### config.mk
export PLATFORM = sky130hd
export DESIGN_NAME = updi_response_queue_handler_flat
export DESIGN_NICKNAME = d
export VERILOG_FILES = /design/src/rtl/updi_pkg.sv /design/src/rtl/updi_response_queue_handler_if.sv /design/src/rtl/updi_response_queue_handler_timeout_counter.sv /design/src/rtl/updi_response_queue_handler.sv /design/src/flat_wrapper.sv
export SDC_FILE = /design/constraint.sdc
export NUM_CORES = 1
export LEC_CHECK = 0
export CAP_MARGIN = 30
export CORE_ASPECT_RATIO = 0.9
export CORE_MARGIN = 5
export CORE_UTILIZATION = 36
export DETAILED_ROUTE_END_ITERATION = 12
export PLACE_DENSITY_LB_ADDON = 0.15
export SKIP_LAST_GASP = 1
export SLEW_MARGIN = 15
export SYNTH_ARGS = -nofsm -noshare
export SYNTH_HDL_FRONTEND = slang
export SYNTH_SLANG_ARGS = --single-unit
### constraint.sdc
create_clock -name clk -period 2.4 [get_ports clk]
set_clock_uncertainty 0.15 [all_clocks]
set_input_delay 0.6 -clock clk [delete_from_list [all_inputs] [get_ports clk]]
set_output_delay 0.6 -clock clk [all_outputs]
set_load 0.005 [all_outputs]
### src/rtl/updi_pkg.sv
// ---------------------------------------------------------------------------
// updi_pkg
// Shared types for the UPDI response queue handler:
//   updi_response_queue_handler_state : the response FSM states
//   updi_resp_error_t                 : the error_code encoding
//   UPDI_ACK_BYTE                     : the byte value a target sends as an ACK
// ---------------------------------------------------------------------------
package updi_pkg;

    localparam logic [7:0] UPDI_ACK_BYTE = 8'h40;

    typedef enum logic [2:0] {
        IDLE,
        RD_REQ,
        RD_WAIT,
        CAPTURE,
        DONE
    } updi_response_queue_handler_state;

    typedef enum logic [1:0] {
        NONE    = 2'd0,
        BAD_ACK = 2'd1,
        TIMEOUT = 2'd2
    } updi_resp_error_t;

endpackage

### src/rtl/updi_response_queue_handler_if.sv
// ---------------------------------------------------------------------------
// updi_response_queue_handler_if
// Bundles the request/status handshake and the RX FIFO read port.
//   Request : start, rx_len, ack_expect           (controller -> handler)
//   Status  : ready, done, ack_received,
//             error_code, data, data_count        (handler -> controller)
//   FIFO    : fifo_data, fifo_empty (in), fifo_rd_en (out)
// modport slave  : the handler side
// modport master : the controller / FIFO side
// ---------------------------------------------------------------------------
interface updi_response_queue_handler_if #(
    parameter int MAX_DATA_SIZE  = 16,
    parameter int DATA_ADDR_BITS = $clog2(MAX_DATA_SIZE)
) ();
    logic                               start;
    logic [DATA_ADDR_BITS:0]            rx_len;
    logic [MAX_DATA_SIZE-1:0]           ack_expect;
    logic                               ready;
    logic                               done;
    logic                               ack_received;
    logic [1:0]                         error_code;
    logic [MAX_DATA_SIZE-1:0][7:0]      data;
    logic [DATA_ADDR_BITS:0]            data_count;
    logic [7:0]                         fifo_data;
    logic                               fifo_rd_en;
    logic                               fifo_empty;

    modport slave (
        input  start, rx_len, ack_expect, fifo_data, fifo_empty,
        output ready, done, ack_received, error_code, data, data_count, fifo_rd_en
    );

    modport master (
        output start, rx_len, ack_expect, fifo_data, fifo_empty,
        input  ready, done, ack_received, error_code, data, data_count, fifo_rd_en
    );
endinterface

### src/rtl/updi_response_queue_handler_timeout_counter.sv
// ---------------------------------------------------------------------------
// updi_timeout_counter
// Idle-cycle counter for the response handler's timeout option.
//   clk, rst_n : clock, async active-low reset
//   clear      : synchronous clear (has priority over enable)
//   enable     : count this cycle
//   expired    : count has reached TIMEOUT_CYCLES-1 while enabled
// ---------------------------------------------------------------------------
module updi_timeout_counter #(
    parameter int TIMEOUT_CYCLES = 65536
) (
    input  logic clk,
    input  logic rst_n,
    input  logic clear,
    input  logic enable,
    output logic expired
);
    localparam int CW = (TIMEOUT_CYCLES > 2) ? $clog2(TIMEOUT_CYCLES) : 1;
    localparam logic [CW-1:0] LAST = CW'(TIMEOUT_CYCLES - 1);

    logic [CW-1:0] r_cnt;

    assign expired = enable && (r_cnt == LAST);

    always_ff @(posedge clk or negedge rst_n) begin
        if (!rst_n) begin
            r_cnt <= '0;
        end else if (clear) begin
            r_cnt <= '0;
        end else if (enable && !expired) begin
            r_cnt <= r_cnt + CW'(1);
        end
    end
endmodule

### src/rtl/updi_response_queue_handler.sv
// ---------------------------------------------------------------------------
// updi_response_queue_handler
// RX-side companion to the UPDI instruction queue handler. Pops response
// bytes from an external RX FIFO, checks expected ACK bytes (0x40), pulses
// ack_received for each good ACK, packs data bytes into a buffer and reports
// done / error_code per response.
//   clk, rst_n : clock, async active-low reset
//   bus        : updi_response_queue_handler_if.slave (request, status, FIFO)
// Optional feature: define UPDI_RESP_TIMEOUT_EN to abort a response with
// error_code=2 after TIMEOUT_CYCLES idle cycles waiting on an empty FIFO.
// ---------------------------------------------------------------------------
module updi_response_queue_handler
    import updi_pkg::*;
#(
    parameter int MAX_DATA_SIZE  = 16,
    parameter int DATA_ADDR_BITS = $clog2(MAX_DATA_SIZE),
    parameter int TIMEOUT_CYCLES = 65536
) (
    input  logic                            clk,
    input  logic                            rst_n,
    updi_response_queue_handler_if.slave    bus
);
    localparam int LEN_W = DATA_ADDR_BITS + 1;
    localparam logic [LEN_W-1:0] MAX_LEN = LEN_W'(MAX_DATA_SIZE);

    updi_response_queue_handler_state   r_state, w_state_nxt;
    updi_resp_error_t                   r_err, w_err_nxt;
    logic [LEN_W-1:0]                   r_len, w_len_nxt;
    logic [MAX_DATA_SIZE-1:0]           r_ack_exp, w_ack_exp_nxt;
    logic [DATA_ADDR_BITS-1:0]          r_idx, w_idx_nxt;
    logic [LEN_W-1:0]                   r_count, w_count_nxt;
    logic [MAX_DATA_SIZE-1:0][7:0]      r_data, w_data_nxt;
    logic                               r_ready, w_ready_nxt;
    logic                               r_done, w_done_nxt;
    logic                               r_ack, w_ack_nxt;
    logic                               r_rd_en, w_rd_en_nxt;
    logic [LEN_W-1:0]                   w_len_clamp;
    logic                               w_last;
    logic                               w_expired;

    assign w_len_clamp = (bus.rx_len > MAX_LEN) ? MAX_LEN : bus.rx_len;
    assign w_last      = ({1'b0, r_idx} == (r_len - LEN_W'(1)));

`ifdef UPDI_RESP_TIMEOUT_EN
    // Counter is held clear outside a response and restarts on every read,
    // so it only measures consecutive starved cycles in RD_REQ.
    updi_timeout_counter #(
        .TIMEOUT_CYCLES (TIMEOUT_CYCLES)
    ) u_timeout (
        .clk     (clk),
        .rst_n   (rst_n),
        .clear   (r_rd_en || (r_state == IDLE)),
        .enable  ((r_state == RD_REQ) && bus.fifo_empty),
        .expired (w_expired)
    );
`else
    localparam int unused_timeout_cycles = TIMEOUT_CYCLES;
    assign w_expired = 1'b0;
`endif

    always_comb begin
        w_state_nxt   = r_state;
        w_err_nxt     = r_err;
        w_len_nxt     = r_len;
        w_ack_exp_nxt = r_ack_exp;
        w_idx_nxt     = r_idx;
        w_count_nxt   = r_count;
        w_data_nxt    = r_data;
        w_done_nxt    = 1'b0;
        w_ack_nxt     = 1'b0;
        w_rd_en_nxt   = 1'b0;

        case (r_state)
            IDLE: begin
                if (bus.start) begin
                    w_len_nxt     = w_len_clamp;
                    w_ack_exp_nxt = bus.ack_expect;
                    w_idx_nxt     = '0;
                    w_count_nxt   = '0;
                    w_err_nxt     = NONE;
                    w_state_nxt   = (w_len_clamp == '0) ? DONE : RD_REQ;
                end
            end
            RD_REQ: begin
                if (!bus.fifo_empty) begin
                    w_rd_en_nxt = 1'b1;
                    w_state_nxt = RD_WAIT;
                end else if (w_expired) begin
                    w_err_nxt   = TIMEOUT;
                    w_state_nxt = DONE;
                end
            end
            // fifo_rd_en is high here; the FIFO presents the byte next cycle.
            RD_WAIT: w_state_nxt = CAPTURE;
            CAPTURE: begin
                if (r_ack_exp[r_idx] && (bus.fifo_data != UPDI_ACK_BYTE)) begin
                    w_err_nxt   = BAD_ACK;
                    w_state_nxt = DONE;
                end else begin
                    if (r_ack_exp[r_idx]) begin
                        w_ack_nxt = 1'b1;
                    end else begin
                        w_data_nxt[r_count[DATA_ADDR_BITS-1:0]] = bus.fifo_data;
                        w_count_nxt = r_count + LEN_W'(1);
                    end
                    if (w_last) begin
                        w_state_nxt = DONE;
                    end else begin
                        w_idx_nxt   = r_idx + DATA_ADDR_BITS'(1);
                        w_state_nxt = RD_REQ;
                    end
                end
            end
            DONE: begin
                w_done_nxt  = 1'b1;
                w_state_nxt = IDLE;
            end
            default: w_state_nxt = IDLE;
        endcase

        w_ready_nxt = (w_state_nxt == IDLE);
    end

    always_ff @(posedge clk or negedge rst_n) begin
        if (!rst_n) begin
            r_state   <= IDLE;
            r_err     <= NONE;
            r_len     <= '0;
            r_ack_exp <= '0;
            r_idx     <= '0;
            r_count   <= '0;
            r_data    <= '0;
            r_ready   <= 1'b0;
            r_done    <= 1'b0;
            r_ack     <= 1'b0;
            r_rd_en   <= 1'b0;
        end else begin
            r_state   <= w_state_nxt;
            r_err     <= w_err_nxt;
            r_len     <= w_len_nxt;
            r_ack_exp <= w_ack_exp_nxt;
            r_idx     <= w_idx_nxt;
            r_count   <= w_count_nxt;
            r_data    <= w_data_nxt;
            r_ready   <= w_ready_nxt;
            r_done    <= w_done_nxt;
            r_ack     <= w_ack_nxt;
            r_rd_en   <= w_rd_en_nxt;
        end
    end

    assign bus.ready        = r_ready;
    assign bus.done         = r_done;
    assign bus.ack_received = r_ack;
    assign bus.error_code   = r_err;
    assign bus.data         = r_data;
    assign bus.data_count   = r_count;
    assign bus.fifo_rd_en   = r_rd_en;
endmodule
### src/flat_wrapper.sv
// flat-port wrapper written by rule: the top's interface ports become plain ports
module updi_response_queue_handler_flat import updi_pkg::*;
#(
    parameter int MAX_DATA_SIZE  = 16,
    parameter int DATA_ADDR_BITS = $clog2(MAX_DATA_SIZE),
    parameter int TIMEOUT_CYCLES = 65536
)
  (clk, rst_n, bus_start, bus_rx_len, bus_ack_expect, bus_fifo_data, bus_fifo_empty, bus_ready, bus_done, bus_ack_received, bus_error_code, bus_data, bus_data_count, bus_fifo_rd_en);
  updi_response_queue_handler_if #(.MAX_DATA_SIZE(MAX_DATA_SIZE), .DATA_ADDR_BITS(DATA_ADDR_BITS)) bus_i ();
  input  logic clk;
  input  logic rst_n;
  input wire logic [$bits(bus_i.start)-1:0] bus_start;
  input wire logic [$bits(bus_i.rx_len)-1:0] bus_rx_len;
  input wire logic [$bits(bus_i.ack_expect)-1:0] bus_ack_expect;
  input wire logic [$bits(bus_i.fifo_data)-1:0] bus_fifo_data;
  input wire logic [$bits(bus_i.fifo_empty)-1:0] bus_fifo_empty;
  output wire logic [$bits(bus_i.ready)-1:0] bus_ready;
  output wire logic [$bits(bus_i.done)-1:0] bus_done;
  output wire logic [$bits(bus_i.ack_received)-1:0] bus_ack_received;
  output wire logic [$bits(bus_i.error_code)-1:0] bus_error_code;
  output wire logic [$bits(bus_i.data)-1:0] bus_data;
  output wire logic [$bits(bus_i.data_count)-1:0] bus_data_count;
  output wire logic [$bits(bus_i.fifo_rd_en)-1:0] bus_fifo_rd_en;
  assign bus_i.start = bus_start;
  assign bus_i.rx_len = bus_rx_len;
  assign bus_i.ack_expect = bus_ack_expect;
  assign bus_i.fifo_data = bus_fifo_data;
  assign bus_i.fifo_empty = bus_fifo_empty;
  assign bus_ready = bus_i.ready;
  assign bus_done = bus_i.done;
  assign bus_ack_received = bus_i.ack_received;
  assign bus_error_code = bus_i.error_code;
  assign bus_data = bus_i.data;
  assign bus_data_count = bus_i.data_count;
  assign bus_fifo_rd_en = bus_i.fifo_rd_en;
  updi_response_queue_handler #(.MAX_DATA_SIZE(MAX_DATA_SIZE), .DATA_ADDR_BITS(DATA_ADDR_BITS), .TIMEOUT_CYCLES(TIMEOUT_CYCLES)) u_core (.clk(clk), .rst_n(rst_n), .bus(bus_i));
endmodule
# Yosys cells after proc, flatten, opt, wreduce, memory -nomap -nowiden

Cells that the tools add are included.

Register bits: 167
Input bits: 33
Output and inout port bits: 139
Logic and storage cells: 86

Add/subtract/negate cells: 3
Magnitude comparators: 4
Equal/unequal tests: 11
Muxes and demuxes: 29
Bitwise logic cells: 2
Reduce and logical (&&, ||, !) cells: 11

Operators with widths:

| kind                                                 | count |
|---|---|
| bitwise mux 128 bit                                  | 1 |
| demux 8 bit (select 4 bit)                           | 1 |
| two-way mux 5 bit                                    | 4 |
| two-way mux 3 bit                                    | 5 |
| two-way mux 4 bit                                    | 3 |
| one-hot mux 3 bit (4 select lines)                   | 1 |
| < comparator 4 x 5 -> 1 bit, second input constant   | 2 |
| one-hot mux 5 bit (2 select lines)                   | 1 |
| two-way mux 8 bit                                    | 1 |
| != test 2 bit, second input constant                 | 4 |
| != test 8 x 7 -> 1 bit, second input constant        | 1 |
| one-hot mux 4 bit (2 select lines)                   | 1 |
| AND reduction 4 bit                                  | 2 |
| two-way mux 1 bit                                    | 7 |
| == test 3 x 2 -> 1 bit, second input constant        | 2 |
| zero test 3 bit                                      | 2 |
| AND reduction 3 bit                                  | 2 |
| adder 5 x 1 -> 5 bit, second input constant          | 1 |
| == test 4 x 5 -> 1 bit                               | 1 |
| greater-than comparator 5 bit, second input constant | 1 |
| zero test 5 bit                                      | 1 |
| subtractor 5 x 1 -> 5 bit, second input constant     | 1 |
| adder 4 x 1 -> 4 bit, second input constant          | 1 |
| binary-select mux 1 bit (select 4 bit)               | 1 |
| 10 further kinds                                     | 13 |

# Longest topological paths before layout

Gate-level depths: netlist of run 1.

Word-level depth: 7
Mapped depth: 8
Gate-level depth less buffers: 7

# Worst setup path before layout of run 1

No wires, ideal clock.

Path kind: reg2reg
Start point: reg u_core.r_idx[2]
End point: reg u_core.r_data, in the netlist u_core.bus.data[100]
Setup time: 125 ps
Arrival time: 2108 ps
Required time: 2125 ps
Path slack: 18 ps
Stages on the path, launching flop included: 9
Path buffers: 3
Clock period less this slack: 2382 ps
Path through: dfrtp_1 > buf_4 > mux4_2 > mux2i_1 > and3_1 > buf_4 > buf_8 > o2111ai_4 > mux2_2

Longest elaborated chain between the ends: 5
Elaborated cells between the ends (all ways): 6
Classes of those cells: mux (2); bitwise (2); reduce/logical (2)

RTL lines:

| what                                        | line                                                                  | source |
|---|---|---|
| start: declaration                          | updi_response_queue_handler.sv:30                                     | `logic [DATA_ADDR_BITS-1:0] r_idx, w_idx_nxt;` |
| start signal: assignment                    | updi_response_queue_handler.sv:142                                    | `r_idx <= w_idx_nxt;` |
| binary-select mux 1 bit (select 4 bit) (*)  | updi_response_queue_handler.sv:96, updi_response_queue_handler.sv:100 |  |
| two-way mux 1 bit (implied by the code) (*) | updi_response_queue_handler.sv:96, updi_response_queue_handler.sv:100 |  |
| logical AND 1 bit                           | updi_response_queue_handler.sv:96                                     | `if (r_ack_exp[r_idx] && (bus.fifo_data != UPDI_ACK_BYTE)) begin` |
| NOT 1 bit (no source line)                  | --                                                                    |  |
| AND reduction 3 bit (no source line) (*)    | --                                                                    |  |
| end signal: assignment                      | updi_response_queue_handler.sv:144                                    | `r_data <= w_data_nxt;` |
| end: declaration                            | updi_response_queue_handler.sv:32                                     | `logic [MAX_DATA_SIZE-1:0][7:0] r_data, w_data_nxt;` |

Mark *: on every way between the ends. The rest lies on a longest branch, timed or not. The select of a mux whose other input is x is not followed.
A chain may end at the register's enable or synchronous reset.

# Worst setup path after layout of run 1

Start point: reg u_core.r_idx[3]
End point: reg u_core.r_data, in the netlist u_core.bus.data[81]

The elaborated chain is that of the path after synthesis.

==> flow_metrics.env, run 1 <==
export IMPL_syn_area_per_cell_um2=14.1
export IMPL_final_area_um2=10500
export IMPL_fin_crit_sh_pct=105
export IMPL_wl_per_cell_um=18.6
export IMPL_fin_hold_ws_ps=-16.3
export IMPL_synth_distinct_cells=45
export IMPL_hold_viol_final=5
export IMPL_fin_crit_ps=2530
export IMPL_ys_seq_elements=166
export IMPL_io_buffers=170
export IMPL_p_int_uw=6940
export IMPL_met1_length_um=8240
export IMPL_hpwlAfterDp_um=13200
export IMPL_dieWidth_um=157
export IMPL_p_comb_share_pct=33.6
export IMPL_syn_num_nets=539
export IMPL_path_clk_slew_ps=60
export IMPL_insertion_delay_ps=420
export IMPL_setup_violations=121
export IMPL_synth_cells=500
export IMPL_vias_per_cell=4.84
export IMPL_max_freq_ghz=0.395
export IMPL_root_buffer="clkbuf_16"
export IMPL_seq_power_share_pct=39.8
export IMPL_grt_max_degree=57
export IMPL_clockBufferDepth=2
export IMPL_p_leak_uw=0.00450
export IMPL_clkSinkCount=166
export IMPL_yosys_top_cells_area="dfrtp_1 (59%), mux2_2 (20%), nand2_1 (3.6%)"
export IMPL_ys_warn_count=0
export IMPL_grt_pass1_wl_um=28300
export IMPL_die_h_um=143
export IMPL_start_util_pct=36.6
export IMPL_p_sw_uw=2940
export IMPL_antenna_found_initial=0
export IMPL_drv_slew=0
export IMPL_slew_headroom_pct=46.8
export IMPL_endpoint_kind="register"
export IMPL_die_area_um2=22500
export IMPL_synthesis_area_um2=7040
export IMPL_synth_top_flop_cell="dfrtp_1"
export IMPL_grt_ovfl_total=0
export IMPL_pwr_share_clk_pct=26.6
export IMPL_cap_violations=0
export IMPL_violations="hold timing, setup timing"
export IMPL_synth_commonest_cells="dfrtp_1 (166), mux2_2 (128), nand2_1 (68)"
export IMPL_synth_top_cell_area_share_pct=59.0
export IMPL_cts_htree_levels=4
export IMPL_nNetsFinal=769
export IMPL_path_class="register to register"
export IMPL_wl_um=18500
export IMPL_critPathMaxFanout=8
export IMPL_synth_top_cell_by_area="dfrtp_1"
export IMPL_grt_usage_pct=16.6
export IMPL_seq_area_frac_synth_pct=59.0
export IMPL_ant_nets=0
export IMPL_grt_pass1_vias=4833
export IMPL_power_total_uw=9880
export IMPL_yosysMostFrequentCell="dfrtp_1"
export IMPL_rsz0062_at_grt="yes"
export IMPL_drc=0
export IMPL_fin_cells=993
export IMPL_ios=172
export IMPL_timing_final_ws_setup_ps=-130
export IMPL_r2r_slack_ps=-130
export IMPL_cellPowerDensity_nw_per_um2=942
export IMPL_synth_edf_count=0
export IMPL_hp_class="input pin to async pin"
export IMPL_vias=4806
export IMPL_wl_met2_um=8920
export IMPL_vdd_ir_drop_worst_mv=0.574
export IMPL_worstPathRequired_ps=2550
export IMPL_place_congestion=0.808
export IMPL_core_um2=19200
export IMPL_firstDrtPassIters=4
export IMPL_p_sw_share_pct=29.7
export IMPL_status="finished with violations"
export IMPL_rows=48
export IMPL_syn_to_final_growth_pct=48.9
export IMPL_place_area_um2=9400
export IMPL_cp_start_kind="register"
export IMPL_diodes=0
export IMPL_worstMarginPinSlew_ps=796
export IMPL_fin_util_pct=54.6
export IMPL_drt_iter0_drc=129
export IMPL_wl_met3_um=1130
export IMPL_synthArstFlopShare_pct=100
export IMPL_cts_hold_buf=0
export IMPL_drive_above_1_share_pct=35.4
export IMPL_cp_arrival_ps=2680
export IMPL_dp_cells=938
export IMPL_cts_tree="done"
export IMPL_cts_inserted_buffers=17
export IMPL_routed_top_layer="met4"
final cells by class:
type	count	area [um2]
well taps	250	313
clock inverters	13	123
fillers	1607	8730
clock buffers	19	443
repair buffers	241	2560
multi-input cells	298	2870
inverters	6	22.5
flip-flops and latches	166	4160
final timing paths:
kind                                startpoint                        to  depth (start not counted)
min in group clk           u_core.r_ack_exp[7]       u_core.r_ack_exp[7]                          2
hold / removal                           rst_n      u_core.r_ack_exp[11]                          1
max in group asynchronous                rst_n  u_core.bus.error_code[0]                          2
setup reg to reg               u_core.r_idx[3]       u_core.bus.data[81]                          9
hold reg to reg            u_core.r_ack_exp[7]       u_core.r_ack_exp[7]                          2
setup / recovery               u_core.r_idx[3]       u_core.bus.data[81]                          9
timing repair:
action	4_1_cts	5_1_grt
buffers inserted	6	14
endpoints found under the setup margin	130	134
cloned	0	3
resized for setup	9	29
pin swaps	8	14
hold endpoints to repair	0	0
cells by family (layout without fill, tap and decap cells):
| group | count (synthesis) | in the layout | share of synthesized area [%] |
|---|---|---|---|
| compound gates | 31 | 31 | 6.27 |
| flops | 166 | 166 | 59.0 |
| fa+ha+maj | 6 | 6 | 1.07 |
| buf+inv | 36 | 279 | 2.42 |
| mux | 143 | 143 | 23.0 |
| xor+xnor | 8 | 8 | 0.995 |
| simple gates | 109 | 109 | 7.27 |
| other cells | 1 | 1 | 0.0532 |
placed cells by master, fill, tap and decap left out, types with 3 or more instances in the layout:
master	count
buf_12	21
buf_4	41
buf_6	8
clkbuf_16	19
clkdlybuf4s50_1	169
clkinv_2	3
clkinv_4	4
dfrtp_1	164
ha_1	6
inv_1	6
inv_6	4
mux2_2	115
mux2_4	13
mux2i_1	11
nand2_1	68
nand3b_1	6
nand4_1	3
nor2_1	8
nor2b_1	3
nor3_1	3
o2111ai_4	5
o211ai_4	12
o21ai_0	4
xnor2_1	5
xor2_1	3
metal layers:
layer  vias to the layer above  global-route usage [%]
met5                         -                       0
met4                         0                    4.16
met3                        14                    4.94
met2                       134                    25.9
met1                      2436                    22.9
li1                       2222                       -
sequential cells by signal (all words and copies together) (netlist names):
register,count
u_core.bus.data,128
u_core.r_ack_exp,16
u_core.bus.data_count,5
u_core.r_len,5
u_core.r_idx,4
u_core.r_state,3
u_core.bus.ack_received,1
u_core.bus.done,1
u_core.bus.error_code,1
u_core.bus.fifo_rd_en,1
u_core.bus.ready,1
power by group through the flow:
| stage | Clock [uW] | Combinational, uW | Sequential, uW |
|---|---|---|---|
| 2_1_floorplan | 0 | 1400 | 3900 |
| 3_3_place_gp | 0 | 3070 | 3950 |
| 3_5_place_dp | 0 | 3140 | 3970 |
| 4_1_cts | 2680 | 3210 | 3930 |
| 5_1_grt | 2810 | 3630 | 4020 |
| 6_report | 2620 | 3320 | 3930 |
per-stage QoR:
| step | setup slack, ps | setup TNS, ps |
|---|---|---|
| finish | -130 | -8290 |
| global route | -227 | -20200 |
| CTS | -122 | -6030 |
| detailed placement | -365 | -21330 |
| global placement | -382 | -16920 |
| floorplan | 17.5 | 0 |
critical path, cell delays in order (launching register included):
cell and delay (ps):
dfrtp_2 440, buf_6 140, mux2i_4 220, nand3_2 140, a311oi_4 410, buf_6 170, clkbuf_16 170, o211ai_4 100
buf_12 180, mux2_4 290
Note: power is estimated with default switching activity, not from simulation.
==> run 2: changes to the inputs <==
CAP_MARGIN = not set   (was 30)
CELL_PAD_IN_SITES_DETAIL_PLACEMENT = 1   (was not set)
CELL_PAD_IN_SITES_GLOBAL_PLACEMENT = 1   (was not set)
==> run 2 against run 1 <==
Effect of this change:
- the run ends with setup timing left
- critical endpoint is now u_core.bus.data[89]
- combinational power decreased by 3%
- register-to-register slack improved by 50 ps
- clock power down 6%
- die area did not move
- cell count is 1.2% lower
- sequential power barely moved
- cell area decreased by 3.2%
- utilization shrank 1.8 points
- power shrank 2.4%
- global-route usage increased by 1.4 points
- wire length increased by 6.6%
- first-iteration DRC count is 5.4% lower
- largest power group unchanged
==> flow_metrics.env, run 2 (same netlist as run 1, synthesis figures left out) <==
export IMPL_status="finished with violations"
export IMPL_violations="setup timing"
export IMPL_ant_nets=0
export IMPL_drc=0
export IMPL_reg2reg_to="u_core.bus.data[89]"
export IMPL_path_clk_slew_ps=60
export IMPL_hold_viol_final=0
export IMPL_grtUsageMet1_pct=23.4
export IMPL_hpwlAfterDp_um=14200
export IMPL_ios=172
export IMPL_grtUsageMet2_pct=30.4
export IMPL_seq_power_share_pct=40.8
export IMPL_critPathMaxFanout=8
export IMPL_endpoint_kind="register"
export IMPL_r2r_slack_ps=-80
export IMPL_syn_to_final_growth_pct=44.1
export IMPL_path_class="register to register"
export IMPL_max_freq_ghz=0.403
export IMPL_cellPowerDensity_nw_per_um2=950
export IMPL_fin_crit_ps=2480
export IMPL_tns_ps=-4340
export IMPL_drv_slew=0
export IMPL_final_area_um2=10100
export IMPL_vdd_ir_drop_worst_mv=0.571
export IMPL_place_congestion=0.783
export IMPL_drt_iter0_drc=122
export IMPL_p_int_uw=6730
export IMPL_r2r_cells=8
export IMPL_grt_pass1_wl_um=30900
export IMPL_start_util_pct=36.6
export IMPL_grt_use_met3_pct=5.09
export IMPL_diodes=0
export IMPL_cts_inserted_buffers=17
export IMPL_cap_violations=0
export IMPL_clkSinkCount=166
export IMPL_worstPathRequired_ps=2550
export IMPL_die_area_um2=22500
export IMPL_dieWidth_um=157
export IMPL_grt_busiest_layer="met2"
export IMPL_io_buffers=170
export IMPL_p_comb_share_pct=33.5
export IMPL_fin_hold_ws_ps=331
export IMPL_p_leak_uw=0.00431
export IMPL_grt_pass1_vias=5446
export IMPL_insertion_delay_ps=420
export IMPL_wl_um=19700
export IMPL_place_area_um2=9370
export IMPL_wl_per_cell_um=20.1
export IMPL_nNetsFinal=757
export IMPL_vias_per_cell=4.92
export IMPL_slew_headroom_pct=49.6
export IMPL_antenna_found_initial=0
export IMPL_vias=4822
export IMPL_whs_endpoint="u_core.r_ack_exp[8]"
export IMPL_hp_class="register to register"
export IMPL_mostFrequentLayoutCells="clkdlybuf4s50_1 (169), dfrtp_1 (164), mux2_2 (126), nand2_1 (68), buf_4 (41)"
export IMPL_firstDrtPassIters=7
export IMPL_rsz0062_at_grt="yes"
export IMPL_rows=48
export IMPL_cts_htree_levels=4
export IMPL_fin_crit_sh_pct=103
export IMPL_die_h_um=143
export IMPL_root_buffer="clkbuf_16"
export IMPL_min_from="u_core.r_ack_exp[8]"
export IMPL_num_fill_cells=1926
export IMPL_drive_above_1_share_pct=33.8
export IMPL_clockBufferDepth=2
export IMPL_cp_start_kind="register"
export IMPL_pwr_share_clk_pct=25.7
export IMPL_timing_final_ws_setup_ps=-83.1
export IMPL_grt_usage_pct=18.0
export IMPL_whs_path_depth=2
export IMPL_dp_cells=935
export IMPL_startpoint="u_core.r_idx[2]"
export IMPL_fin_cells=981
export IMPL_grt_ovfl_total=0
export IMPL_grt_max_degree=44
export IMPL_setup_violations=112
export IMPL_p_sw_uw=2910
export IMPL_place_ws_ps=-427
export IMPL_cp_arrival_ps=2640
export IMPL_p_sw_share_pct=30.2
export IMPL_final_common_cell="clkdlybuf4s50_1"
export IMPL_largest_reg_flops=128
export IMPL_cts_tree="done"
export IMPL_r2r_start="u_core.r_idx[2]"
export IMPL_core_um2=19200
export IMPL_worstMarginPinSlew_ps=753
-- run 2: cell count changes in the layout (fill, tap and decap cells not counted), sizes merged --
| cell | change |
|---|---|
| buf | -11 |
| inv | -2 |
| bufinv | -1 |
| clkinv | +1 |
| dlygate4sd3 | +1 |
-- run 2: power groups by stage --
stage | clock network, uW | logic (uW) | registers [uW]
finish | 2470 | 3230 | 3940
global route | 2670 | 3520 | 4020
CTS | 2540 | 3240 | 3950
detailed placement | 0 | 3120 | 3990
global placement | 0 | 3020 | 3940
floorplan | 0 | 1400 | 3900
-- run 2: repair_timing --
item / CTS / global route
pin swaps: 12 / 5
hold buffers: 1 / 0
endpoints found under the hold margin: 38 / 0
cloned: 1 / 1
resized for setup: 13 / 5
setup endpoints to repair: 130 / 133
setup buffers: 8 / 3
-- run 2: how the worst max path moves through the flow --
stage | to | slack, ps | cells after the start
after CTS | u_core.bus.data[89] | -80 | 8
after floorplan | u_core.bus.data[100] | 20 | 8
after global routing | u_core.bus.data[89] | -150 | 8
after detailed placement | u_core.r_idx[3] | -430 | 7
final | u_core.bus.data[89] | -80 | 8
after global placement | u_core.r_idx[0] | -320 | 7
-- run 2: through the flow --
step	total power (uW)	util (%)
after floorplan	5300	-
after global placement	6960	48.8
after detailed placement	7120	48.8
after CTS	9740	52.5
after global routing	10200	52.8
final	9640	52.8
-- run 2: metal layers --
layer / share of wire (%) / vias up
met5: 0 / -
met4: 0.67 / 0
met3: 5.4 / 10
met2: 50 / 121
met1: 44 / 2490
li1: - / 2201
-- run 2: area by class of cell --
class                      count  area [um2]  share of cell area [%]
sequential                   166        4160                    41.0
multi-input combinational    298        2800                    27.6
timing repair buffer         229        2330                    23.0
clock buffer                  21         450                    4.44
tap                          250         313                    3.08
clock inverter                11        76.3                   0.752
inverter                       6        22.5                   0.222
-- run 2: worst max-delay path, stage by stage (launching register included) --
cell and delay (ps):
dfrtp_2 420, mux4_2 560, mux2i_4 190, and3_4 240
buf_12 160, buf_12 120, o211ai_4 70, buf_12 170
mux2_2 280
==> RTL edit, RTL diff (config.mk and constraints of run 2) <==
`MAX_DATA_SIZE` is set to 16 in 3 places; all go to 8.
--- a/src/rtl/updi_response_queue_handler_if.sv
+++ b/src/rtl/updi_response_queue_handler_if.sv
@@ -9,7 +9,7 @@
 // modport master : the controller / FIFO side
 // ---------------------------------------------------------------------------
 interface updi_response_queue_handler_if #(
-    parameter int MAX_DATA_SIZE  = 16,
+    parameter int MAX_DATA_SIZE  = 8,
     parameter int DATA_ADDR_BITS = $clog2(MAX_DATA_SIZE)
 ) ();
     logic                               start;
--- a/src/rtl/updi_response_queue_handler.sv
+++ b/src/rtl/updi_response_queue_handler.sv
@@ -12,7 +12,7 @@
 module updi_response_queue_handler
     import updi_pkg::*;
 #(
-    parameter int MAX_DATA_SIZE  = 16,
+    parameter int MAX_DATA_SIZE  = 8,
     parameter int DATA_ADDR_BITS = $clog2(MAX_DATA_SIZE),
     parameter int TIMEOUT_CYCLES = 65536
 ) (
--- a/src/flat_wrapper.sv
+++ b/src/flat_wrapper.sv
@@ -1,7 +1,7 @@
 // flat-port wrapper written by rule: the top's interface ports become plain ports
 module updi_response_queue_handler_flat import updi_pkg::*;
 #(
-    parameter int MAX_DATA_SIZE  = 16,
+    parameter int MAX_DATA_SIZE  = 8,
     parameter int DATA_ADDR_BITS = $clog2(MAX_DATA_SIZE),
     parameter int TIMEOUT_CYCLES = 65536
 )
Ports: changed (resized bus_ack_expect, bus_data, bus_data_count and bus_rx_len); port bits go from 172 to 98. No check against the original RTL was run, so the function may have changed too.
==> RTL edit against run 2 <==
- the flow still finishes with violations (setup timing)
- combinational power shrank 39%
- wire length shrank 49%
- final area shrank 46%
- sequential power shrank 41%
- setup slack gained 0.059 ns
- global-route usage shrank 2.2 points
- maximum frequency grew 2.4%
- area after synthesis shrank 46%
- synthesized cell count shrank 47%
- via count shrank 48%
- sequential cell count shrank 75
- power shrank 40%
- critical path depth shrank 3
- critical path type unchanged
- largest cell class unchanged
==> RTL edit: results (changes against run 2) <==
- Outcome: complete, but fails checks (unchanged)
- Failing checks: setup timing (unchanged)
- Htree depth: 3 (was 4)
- Hold_buf cts: 0 (was 1)
- Vias in the first global route: 2818 (was 5446)
- Clk_lat worst skew: 0.33 ns (was 0.42 ns)
- CTS Buf Count: 9 (was 17)
- CTS resizes: 11 (was 13)
- Via Count: 2509 (was 4822)
- Initial antenna violation count: 1 (was 0)
- Final #Nets: 410 (was 757)
- Seq pwr share: 40.2% (was 40.8%)
- Global-route wire length before repair: 15800 um (was 30900 um)
- Synth area leaders: dfrtp_1 60%, mux2_2 20%, mux2_4 3.1% (was dfrtp_1 59%, mux2_2 20%, nand2_1 3.6%)
- Met2 Use GR: 24.9% (was 30.4%)
- Met3 GRT Util: 5.78% (was 5.09%)
- Pre-CTS WS: -0.136 ns (was -0.427 ns)
- Max reg flops: 64 (was 128)
- Drt first pass iters: 4 (was 7)
- Routed wl met3: 607 um (was 1070 um)
- Initial DRC Count: 110 (was 122)
- Sequential area share after synthesis: 59.7% (was 59.0%)
- Final setup vio count: 22 (was 112)
- Vias per cell: 4.86 (was 4.92)
- DRT Wirelength: 9960 um (was 19700 um)
- Relative slew slack: 66.6% (was 49.6%)
- Routability cong.: 0.749 (was 0.783)
- Commonest cells in the netlist: 91 x dfrtp_1, 68 x mux2_2, 14 x nand2_1 (was 166 x dfrtp_1, 128 x mux2_2, 68 x nand2_1)
- Sum Neg Setup Slack: -0.358 ns (was -4.34 ns)
- Dpl cell area: 5100 um2 (was 9370 um2)
- Syn_nets: 290 (was 539)
- Share of cells above drive strength 1: 34.1% (was 33.8%)
- DR top layer: met5 (was met4)
- Sw Ratio: 27.6% (was 30.2%)
- Met1 WL: 4580 um (was 8750 um)
- PortBufs: 96 (was 170)
- Slowest stage delay, CP: 0.54 ns (was 0.56 ns)
- WP data arrival: 2.49 ns (was 2.64 ns)
- Grt met1 use: 20.4% (was 23.4%)
- P_leak: 2.43 nW (was 4.31 nW)
- Peak VDD IR: 483 uV (was 571 uV)
- Setup ws final: -0.0246 ns (was -0.0831 ns)
- Pwr Density: 1050 nW/um2 (was 950 nW/um2)
- Largest net degree at the start of global routing: 38 (was 44)
[RTL edit: cell count changes in the layout (fill, tap and decap cells not counted), sizes merged, moves of 5 or more]
cell / before / now
clkinv: 8 / 0
mux2: 128 / 77
clkdlybuf4s50: 169 / 95
o211ai: 13 / 0
clkbuf: 21 / 13
buf: 59 / 25
nand2: 68 / 17
nand3b: 6 / 0
dfrtp: 166 / 91
o2111ai: 5 / 0
mux2i: 13 / 3
[RTL edit: kinds of logic (layout without fill, tap and decap cells)]
kind of cell	after synthesis	after routing	synth area share [%]
simple gates	51	51	8.00
fa+ha+maj	3	3	0.983
xor+xnor	6	6	1.38
mux	81	81	24.9
flops	91	91	59.7
compound gates	14	14	2.36
other cells	1	1	0.0982
buf+inv	16	140	2.65
[RTL edit: path summary, 6_finish.rpt]
path,start,to,slack [ns],depth (start not counted)
max,u_core.r_idx[0]$_DFFE_PN0P_,u_core.bus.data[46]$_DFFE_PN0P_,-0.02,5
min,rst_n,u_core.r_ack_exp[6]$_DFFE_PN0P_,0.09,1
max reg2reg,u_core.r_idx[0]$_DFFE_PN0P_,u_core.bus.data[46]$_DFFE_PN0P_,-0.02,5
min reg2reg,u_core.bus.data[26]$_DFFE_PN0P_,u_core.bus.data[26]$_DFFE_PN0P_,0.36,1
max in group asynchronous,rst_n,u_core.bus.data[44]$_DFFE_PN0P_,1.36,2
min in group clk,u_core.bus.data[26]$_DFFE_PN0P_,u_core.bus.data[26]$_DFFE_PN0P_,0.36,1
[RTL edit: layout make-up]
class                           count  area (um2)
Sequential cell                    91        2280
Inverter                            5        18.8
Clock buffer                       13         250
Tap cell                          129         161
Timing Repair Buffer              120        1180
Fill cell                        1041        4810
Multi-Input combinational cell    156        1530
Clock inverter                      2        60.1
